File: config.mk
export PLATFORM = sky130hd
export DESIGN_NAME = vga_timing_gen
export DESIGN_NICKNAME = d
export VERILOG_FILES = /design/src/rtl/vga_pkg.sv /design/src/rtl/vga_timing_gen_sync_delay.sv /design/src/rtl/vga_timing_gen.sv
export SDC_FILE = /design/constraint.sdc
export NUM_CORES = 1
export LEC_CHECK = 0
export CAP_MARGIN = 10
export CORE_AREA = 2 2 72 74
export CTS_BUF_LIST = sky130_fd_sc_hd__clkbuf_16
export CTS_CLUSTER_SIZE = 14
export DETAILED_ROUTE_END_ITERATION = 12
export DIE_AREA = 0 0 74 76
export PLACE_DENSITY = 0.79
export SLEW_MARGIN = 10
export SYNTH_ARGS = -nofsm -noshare
export SYNTH_HDL_FRONTEND = slang
export SYNTH_SLANG_ARGS = --single-unit
export TNS_END_PERCENT = 10
File: constraint.sdc
create_clock -name clk -period 2.25 [get_ports clk]
set_input_delay 0.45 -clock clk [delete_from_list [all_inputs] [get_ports clk]]
set_output_delay 0.45 -clock clk [all_outputs]
set_load 0.05 [all_outputs]
File: src/rtl/vga_pkg.sv
// ---------------------------------------------------------------------------
// vga_pkg
// Shared raster timing definitions for the graphic controller.
//   - 640x480@60 timing constants (used as defaults by vga_timing_gen)
//   - calc_h_total / calc_v_total: total line/frame lengths from the parts
//   - cnt_width: register width needed to count 0..n-1 (minimum 1 bit)
//   - COORD_W: width of the x/y coordinate buses seen by overlay stages
//   - sync_bits_t / SYNC_IDLE: the sync/blank bundle and its inactive value
// ---------------------------------------------------------------------------
package vga_pkg;

    localparam int COORD_W = 32;

    localparam int H_ACTIVE_DEF = 640;
    localparam int H_FP_DEF     = 16;
    localparam int H_SYNC_DEF   = 96;
    localparam int H_BP_DEF     = 48;
    localparam int V_ACTIVE_DEF = 480;
    localparam int V_FP_DEF     = 10;
    localparam int V_SYNC_DEF   = 2;
    localparam int V_BP_DEF     = 33;

    function automatic int calc_h_total(input int active, input int fp,
                                        input int sync, input int bp);
        return active + fp + sync + bp;
    endfunction

    function automatic int calc_v_total(input int active, input int fp,
                                        input int sync, input int bp);
        return active + fp + sync + bp;
    endfunction

    function automatic int cnt_width(input int n);
        return (n > 1) ? $clog2(n) : 1;
    endfunction

    // Sync bundle carried through the alignment pipeline (syncs active-low).
    typedef struct packed {
        logic hs_n;
        logic vs_n;
        logic active;
    } sync_bits_t;

    localparam int         SYNC_W    = $bits(sync_bits_t);
    localparam sync_bits_t SYNC_IDLE = '{hs_n: 1'b1, vs_n: 1'b1, active: 1'b0};

endpackage

File: src/rtl/vga_timing_gen_sync_delay.sv
// ---------------------------------------------------------------------------
// vga_sync_delay
// LAT-deep shift register with enable. Used to delay the sync/blank bundle
// by a number of pixel ticks so it lines up with RGB data coming back from
// synchronous ROMs. LAT=0 is a plain wire.
// Ports:
//   clk      - system clock
//   i_rst_n  - asynchronous active-low reset, loads every stage with RST_VAL
//   i_en     - shift enable (one pixel tick)
//   i_d      - W-bit input
//   o_q      - W-bit output, i_d delayed LAT enabled cycles
// ---------------------------------------------------------------------------
module vga_sync_delay #(
    parameter int             W       = 3,
    parameter int             LAT     = 1,
    parameter logic [W-1:0]   RST_VAL = '0
) (
    input  logic         clk,
    input  logic         i_rst_n,
    input  logic         i_en,
    input  logic [W-1:0] i_d,
    output logic [W-1:0] o_q
);

    generate
        if (LAT == 0) begin : g_bypass
            assign o_q = i_d;
        end else begin : g_pipe
            logic [W-1:0] r_pipe [LAT];

            always_ff @(posedge clk or negedge i_rst_n) begin
                if (!i_rst_n) begin
                    for (int i = 0; i < LAT; i++) begin
                        r_pipe[i] <= RST_VAL;
                    end
                end else if (i_en) begin
                    r_pipe[0] <= i_d;
                    for (int i = 1; i < LAT; i++) begin
                        r_pipe[i] <= r_pipe[i-1];
                    end
                end
            end

            assign o_q = r_pipe[LAT-1];
        end
    endgenerate

endmodule

File: src/rtl/vga_timing_gen.sv
// ---------------------------------------------------------------------------
// vga_timing_gen
// Free-running VGA raster timing generator.
// Ports:
//   clk            - system clock
//   rst_n_i        - asynchronous active-low reset
//   pix_en_o       - one-clk pixel tick, every CLK_DIV clocks (always 1 if CLK_DIV=1)
//   x_pos_o        - horizontal counter, zero-extended, direct from register
//   y_pos_o        - vertical counter, zero-extended, direct from register
//   active_o       - undelayed visible-area flag
//   hsync_o        - active-low hsync, delayed PIPE_LAT ticks
//   vsync_o        - active-low vsync, delayed PIPE_LAT ticks
//   blank_n_o      - delayed active_o (1 = drive RGB)
//   vga_clk_o      - registered pixel clock for the DAC
//   frame_start_o  - pulse on the tick where the counters sit at (0,0)
//   line_start_o   - pulse on the tick where x=0
// ---------------------------------------------------------------------------
module vga_timing_gen
    import vga_pkg::*;
#(
    parameter int H_ACTIVE = H_ACTIVE_DEF,
    parameter int H_FP     = H_FP_DEF,
    parameter int H_SYNC   = H_SYNC_DEF,
    parameter int H_BP     = H_BP_DEF,
    parameter int V_ACTIVE = V_ACTIVE_DEF,
    parameter int V_FP     = V_FP_DEF,
    parameter int V_SYNC   = V_SYNC_DEF,
    parameter int V_BP     = V_BP_DEF,
    parameter int CLK_DIV  = 2,
    parameter int PIPE_LAT = 1
) (
    input  logic               clk,
    input  logic               rst_n_i,
    output logic               pix_en_o,
    output logic [COORD_W-1:0] x_pos_o,
    output logic [COORD_W-1:0] y_pos_o,
    output logic               active_o,
    output logic               hsync_o,
    output logic               vsync_o,
    output logic               blank_n_o,
    output logic               vga_clk_o,
    output logic               frame_start_o,
    output logic               line_start_o
);

    localparam int H_TOTAL  = calc_h_total(H_ACTIVE, H_FP, H_SYNC, H_BP);
    localparam int V_TOTAL  = calc_v_total(V_ACTIVE, V_FP, V_SYNC, V_BP);
    localparam int H_W      = cnt_width(H_TOTAL);
    localparam int V_W      = cnt_width(V_TOTAL);
    localparam int DIV_W    = cnt_width(CLK_DIV);
    localparam int DIV_HALF = CLK_DIV / 2;

    localparam logic [H_W-1:0]   H_LAST   = H_W'(H_TOTAL - 1);
    localparam logic [V_W-1:0]   V_LAST   = V_W'(V_TOTAL - 1);
    localparam logic [H_W-1:0]   H_VIS    = H_W'(H_ACTIVE);
    localparam logic [V_W-1:0]   V_VIS    = V_W'(V_ACTIVE);
    localparam logic [H_W-1:0]   HS_FIRST = H_W'(H_ACTIVE + H_FP);
    localparam logic [H_W-1:0]   HS_LAST  = H_W'(H_ACTIVE + H_FP + H_SYNC - 1);
    localparam logic [V_W-1:0]   VS_FIRST = V_W'(V_ACTIVE + V_FP);
    localparam logic [V_W-1:0]   VS_LAST  = V_W'(V_ACTIVE + V_FP + V_SYNC - 1);
    localparam logic [DIV_W-1:0] DIV_LAST = DIV_W'(CLK_DIV - 1);

    logic [DIV_W-1:0] r_div_cnt;
    logic [DIV_W-1:0] w_div_next;
    logic             r_pix_en;
    logic             r_vga_clk;
    logic [H_W-1:0]   r_h_cnt;
    logic [V_W-1:0]   r_v_cnt;
    sync_bits_t       w_raw;
    sync_bits_t       w_dly;

    // ---------------------------------------------------------------------
    // Clock divider. pix_en is registered from the terminal count so the
    // first tick lands CLK_DIV clocks after reset release.
    // ---------------------------------------------------------------------
    assign w_div_next = (r_div_cnt == DIV_LAST) ? '0 : r_div_cnt + DIV_W'(1);

    always_ff @(posedge clk or negedge rst_n_i) begin
        if (!rst_n_i) begin
            r_div_cnt <= '0;
            r_pix_en  <= 1'b0;
            r_vga_clk <= 1'b0;
        end else begin
            r_div_cnt <= w_div_next;
            r_pix_en  <= (r_div_cnt == DIV_LAST);
            // Tracks the divider value being loaded, so vga_clk is high
            // exactly while div_cnt sits in its upper half.
            r_vga_clk <= (int'(w_div_next) >= DIV_HALF);
        end
    end

    // ---------------------------------------------------------------------
    // Raster counters, advancing once per pixel tick.
    // ---------------------------------------------------------------------
    always_ff @(posedge clk or negedge rst_n_i) begin
        if (!rst_n_i) begin
            r_h_cnt <= '0;
            r_v_cnt <= '0;
        end else if (r_pix_en) begin
            if (r_h_cnt == H_LAST) begin
                r_h_cnt <= '0;
                if (r_v_cnt == V_LAST) begin
                    r_v_cnt <= '0;
                end else begin
                    r_v_cnt <= r_v_cnt + V_W'(1);
                end
            end else begin
                r_h_cnt <= r_h_cnt + H_W'(1);
            end
        end
    end

    // ---------------------------------------------------------------------
    // Raw decodes and alignment delay
    // ---------------------------------------------------------------------
    assign w_raw.hs_n   = !((r_h_cnt >= HS_FIRST) && (r_h_cnt <= HS_LAST));
    assign w_raw.vs_n   = !((r_v_cnt >= VS_FIRST) && (r_v_cnt <= VS_LAST));
    assign w_raw.active = (r_h_cnt < H_VIS) && (r_v_cnt < V_VIS);

    vga_sync_delay #(
        .W       (SYNC_W),
        .LAT     (PIPE_LAT),
        .RST_VAL (SYNC_IDLE)
    ) u_sync_delay (
        .clk     (clk),
        .i_rst_n (rst_n_i),
        .i_en    (r_pix_en),
        .i_d     (w_raw),
        .o_q     (w_dly)
    );

    // ---------------------------------------------------------------------
    // Outputs
    // ---------------------------------------------------------------------
    assign pix_en_o      = r_pix_en;
    assign vga_clk_o     = r_vga_clk;
    assign x_pos_o       = COORD_W'(r_h_cnt);
    assign y_pos_o       = COORD_W'(r_v_cnt);
    assign active_o      = w_raw.active;
    assign hsync_o       = w_dly.hs_n;
    assign vsync_o       = w_dly.vs_n;
    assign blank_n_o     = w_dly.active;
    assign line_start_o  = r_pix_en && (r_h_cnt == '0);
    assign frame_start_o = r_pix_en && (r_h_cnt == '0) && (r_v_cnt == '0);

endmodule

==> impl_metrics.toml <==
[outcome]
status = "finished, violations left"
violations = "negative setup slack"

[run]
max_cap_viol_count = 0

[timing]
hold_viol_final = 0
worst_pin_slew_ns = 0.524
min_period_ns = 2.34
drv_slew = 0
rsz0062_at_grt = "yes"
finalSetupViolCount = 2
timing.final.crit_share_pct = 104
tns_ns = -0.136
setup_ws_ns = -0.0868
maxSlewHeadroom_pct = 64.8
max_freq_mhz = 428
timing.hold.ws_ns = 0.432
skew_ns = 0.00210

[logic_synthesis]
synthFlopType = "dfrtp_1"
avgSynthCellArea_um2 = 9.19
synth_edf_count = 0
netlist_area_um2 = 1630
async_flop_share_pct = 100
synth_seq_cells = 25
ys_seq_area_share_pct = 38.6
ys_warn_count = 0
synth_cell_types = 38
synthCells = 177
ys_top_cells_by_area = "dfrtp_1, buf_4, nand3_1, ha_1, dfstp_2"
synth_top_area_share_pct = 35.4
yosysTopAreaCell = "dfrtp_1"

[clock_tree]
cts_sinks = 25
hold_buffers = 0
tritoncts = "yes"
cts.clk_slew.worst_paths_ns = 0.06
numCtsBuffers = 3
worst_skew_pair.late_latency_ns = 0.26
cts_max_level = 1
cts_root_buf = "clkbuf_16"
cts_max_path_buffers = 2

[worst_setup_path]
slowest_delay_ns = 0.46
r2r_end = "r_v_cnt[3]"
critPathKind = "flip-flop to output pin"
rr_worst_depth = 4
ff2ff_setup_slack_ns = 0.20
cp-start-kind = "flip-flop"
reg2reg_from = "r_h_cnt[5]"
crit_family = "simple AND/OR/NAND/NOR gates"
critical_path.slowest_cell = "or4b_4"
crit_path_end_kind = "output pin"
path_buf_inv = 2
path_cells = "inv_2 -> ha_1 -> or4b_4 -> nor3_4 -> and4_4 -> buf_12"
crit_arrival_ns = 1.89
cp.required_ns = 1.80
worstPathMaxFanout = 2

[finish]
fill_cells = 464
area_delta_synth_final_pct = 29.4
multi_input_area_um2 = 802
drive_gt1_share_pct = 21.5
nNetsFinal = 231
n_antenna_cell = 0
seq_area_um2 = 638

[power_and_ir_drop]
seqPwrFrac_pct = 44.5
intPower_uw = 692
p_total_mw = 1.01
p_leak_nw = 0.948
vdd_drop_max_v = 0.000239
switching_share_pct = 31.6
pwr_density_cell_nw_per_um2 = 481
p_comb_share_pct = 16.9
clock_power_share_pct = 38.6
p_switching_uw = 320

[grt]
grt_pass1_wl_um = 5730
grt_max_degree = 26
grt_usage_pct = 13.0
grt_overflow = 0
antenna_found_initial = 0
grt_pass1_vias = 1166

[route]
wl_per_cell_um = 12.4
drtAntennaViolNets = 0
wirelength_um = 3620
drtIter0Drc = 71
drc = 0
vias_per_cell = 4.49
first_pass_iters = 4
vias = 1316

[floorplan]
row_count = 26
io_pins = 74
die_y_um = 76
initial_core_util_pct = 33.1
die_w_um = 74
die-area_um2 = 5620
core-area_um2 = 4910

[placed_design]
portBuffers = 29
gp_congestion = 0.804
post-dp-hpwl_um = 2510
dp_slack_ns = 0.159

[min_path]
min_from = "r_div_cnt"
worstHoldEndpoint = "pix_en_o"
hold-path-cell-count = 0
worstHoldPathType = "flip-flop to flip-flop"
-- kinds of logic after synthesis --
group	count (synthesis)	share of synthesized area, %
buf+inv	57	23.7
xor+xnor	10	5.38
simple gates	57	19.1
other cells	1	0.231
compound gates	21	8.46
flops	25	38.6
fa+ha+maj	5	3.85
mux	1	0.692
-- metal layers --
layer  vias to the layer above  global-route usage, %  share of wire (%)
li1                        614                      -                  -
met1                       640                   15.5                 40
met2                        55                   22.3                 52
met3                         7                   2.25                5.9
met4                         0                   6.00                2.5
met5                         -                      0                  0
-- synthesized netlist by cell type (3+ instances only) --
master,number
ha_1,5
xnor2_1,4
dfrtp_1,23
nand4_1,3
o21ai_0,7
inv_1,8
a21oi_1,4
buf_4,45
nand3_1,13
nor2_1,8
nor3_1,5
and3_1,3
xor2_1,6
nand2_1,10
-- registers in the layout (all words and copies together), names as in the netlist --
name / cells
pix_en_o: 1
u_sync_delay.o_q: 3
r_v_cnt: 10
r_h_cnt: 10
r_div_cnt: 1
-- metrics by stage --
stage / cell area, um^2 / utilization, % / std cells
floorplan: 1840 / - / 220
global placement: 1950 / 39.6 / 279
detailed placement: 1950 / 39.6 / 279
CTS: 2070 / 42.1 / 288
global route: 2100 / 42.8 / 293
finish: 2100 / 42.8 / 293
-- how the worst max path moves through the flow --
stage,from,to,slack (ns),cells past startpoint
final,r_h_cnt[1],frame_start_o,-0.09,6
after global routing,r_h_cnt[1],frame_start_o,-0.15,6
after CTS,r_h_cnt[1],frame_start_o,-0.11,6
after detailed placement,r_h_cnt[0],frame_start_o,0.16,6
after global placement,r_h_cnt[0],frame_start_o,0.18,6
after floorplan,r_h_cnt[2],frame_start_o,-0.31,4
-- layout make-up --
| class | count | share of cell area, % |
|---|---|---|
| Clock buffer | 3 | 3.57 |
| Clock inverter | 1 | 0.238 |
| Inverter | 8 | 1.43 |
| Multi-Input combinational cell | 138 | 38.1 |
| Sequential cell | 25 | 30.3 |
| Tap cell | 70 | 4.16 |
| Timing Repair Buffer | 48 | 22.2 |
-- power by group through the flow --
| stage | Combinational, mW | Clock [mW] | Sequential (mW) |
|---|---|---|---|
| 6_report | 0.171 | 0.391 | 0.450 |
| 3_5_place_dp | 0.171 | 0 | 0.458 |
| 4_1_cts | 0.170 | 0.400 | 0.449 |
| 2_1_floorplan | 0.219 | 0 | 0.458 |
| 3_3_place_gp | 0.170 | 0 | 0.458 |
| 5_1_grt | 0.177 | 0.425 | 0.449 |
-- layout by cell type, fill, tap and decap left out, types with 4 or more instances in the layout --
cell type / synthesis / final
conb_1: 1 / 44
clkdlybuf4s50_1: 0 / 26
buf_4: 45 / 18
dfrtp_1: 23 / 15
nand3_1: 13 / 13
nand2_1: 10 / 10
nor2_1: 8 / 8
dfrtp_2: 0 / 8
o21ai_0: 7 / 7
inv_1: 8 / 6
xor2_1: 6 / 6
ha_1: 5 / 5
nor3_1: 5 / 4
xnor2_1: 4 / 4
a21oi_1: 4 / 4
-- what timing repair did --
item                       in CTS  in global routing
setup endpoints to repair       2                  2
pin swaps                       2                  1
setup buffers                   5                  5
gates resized for setup         1                  0
Power figures use the tool's default switching activity.
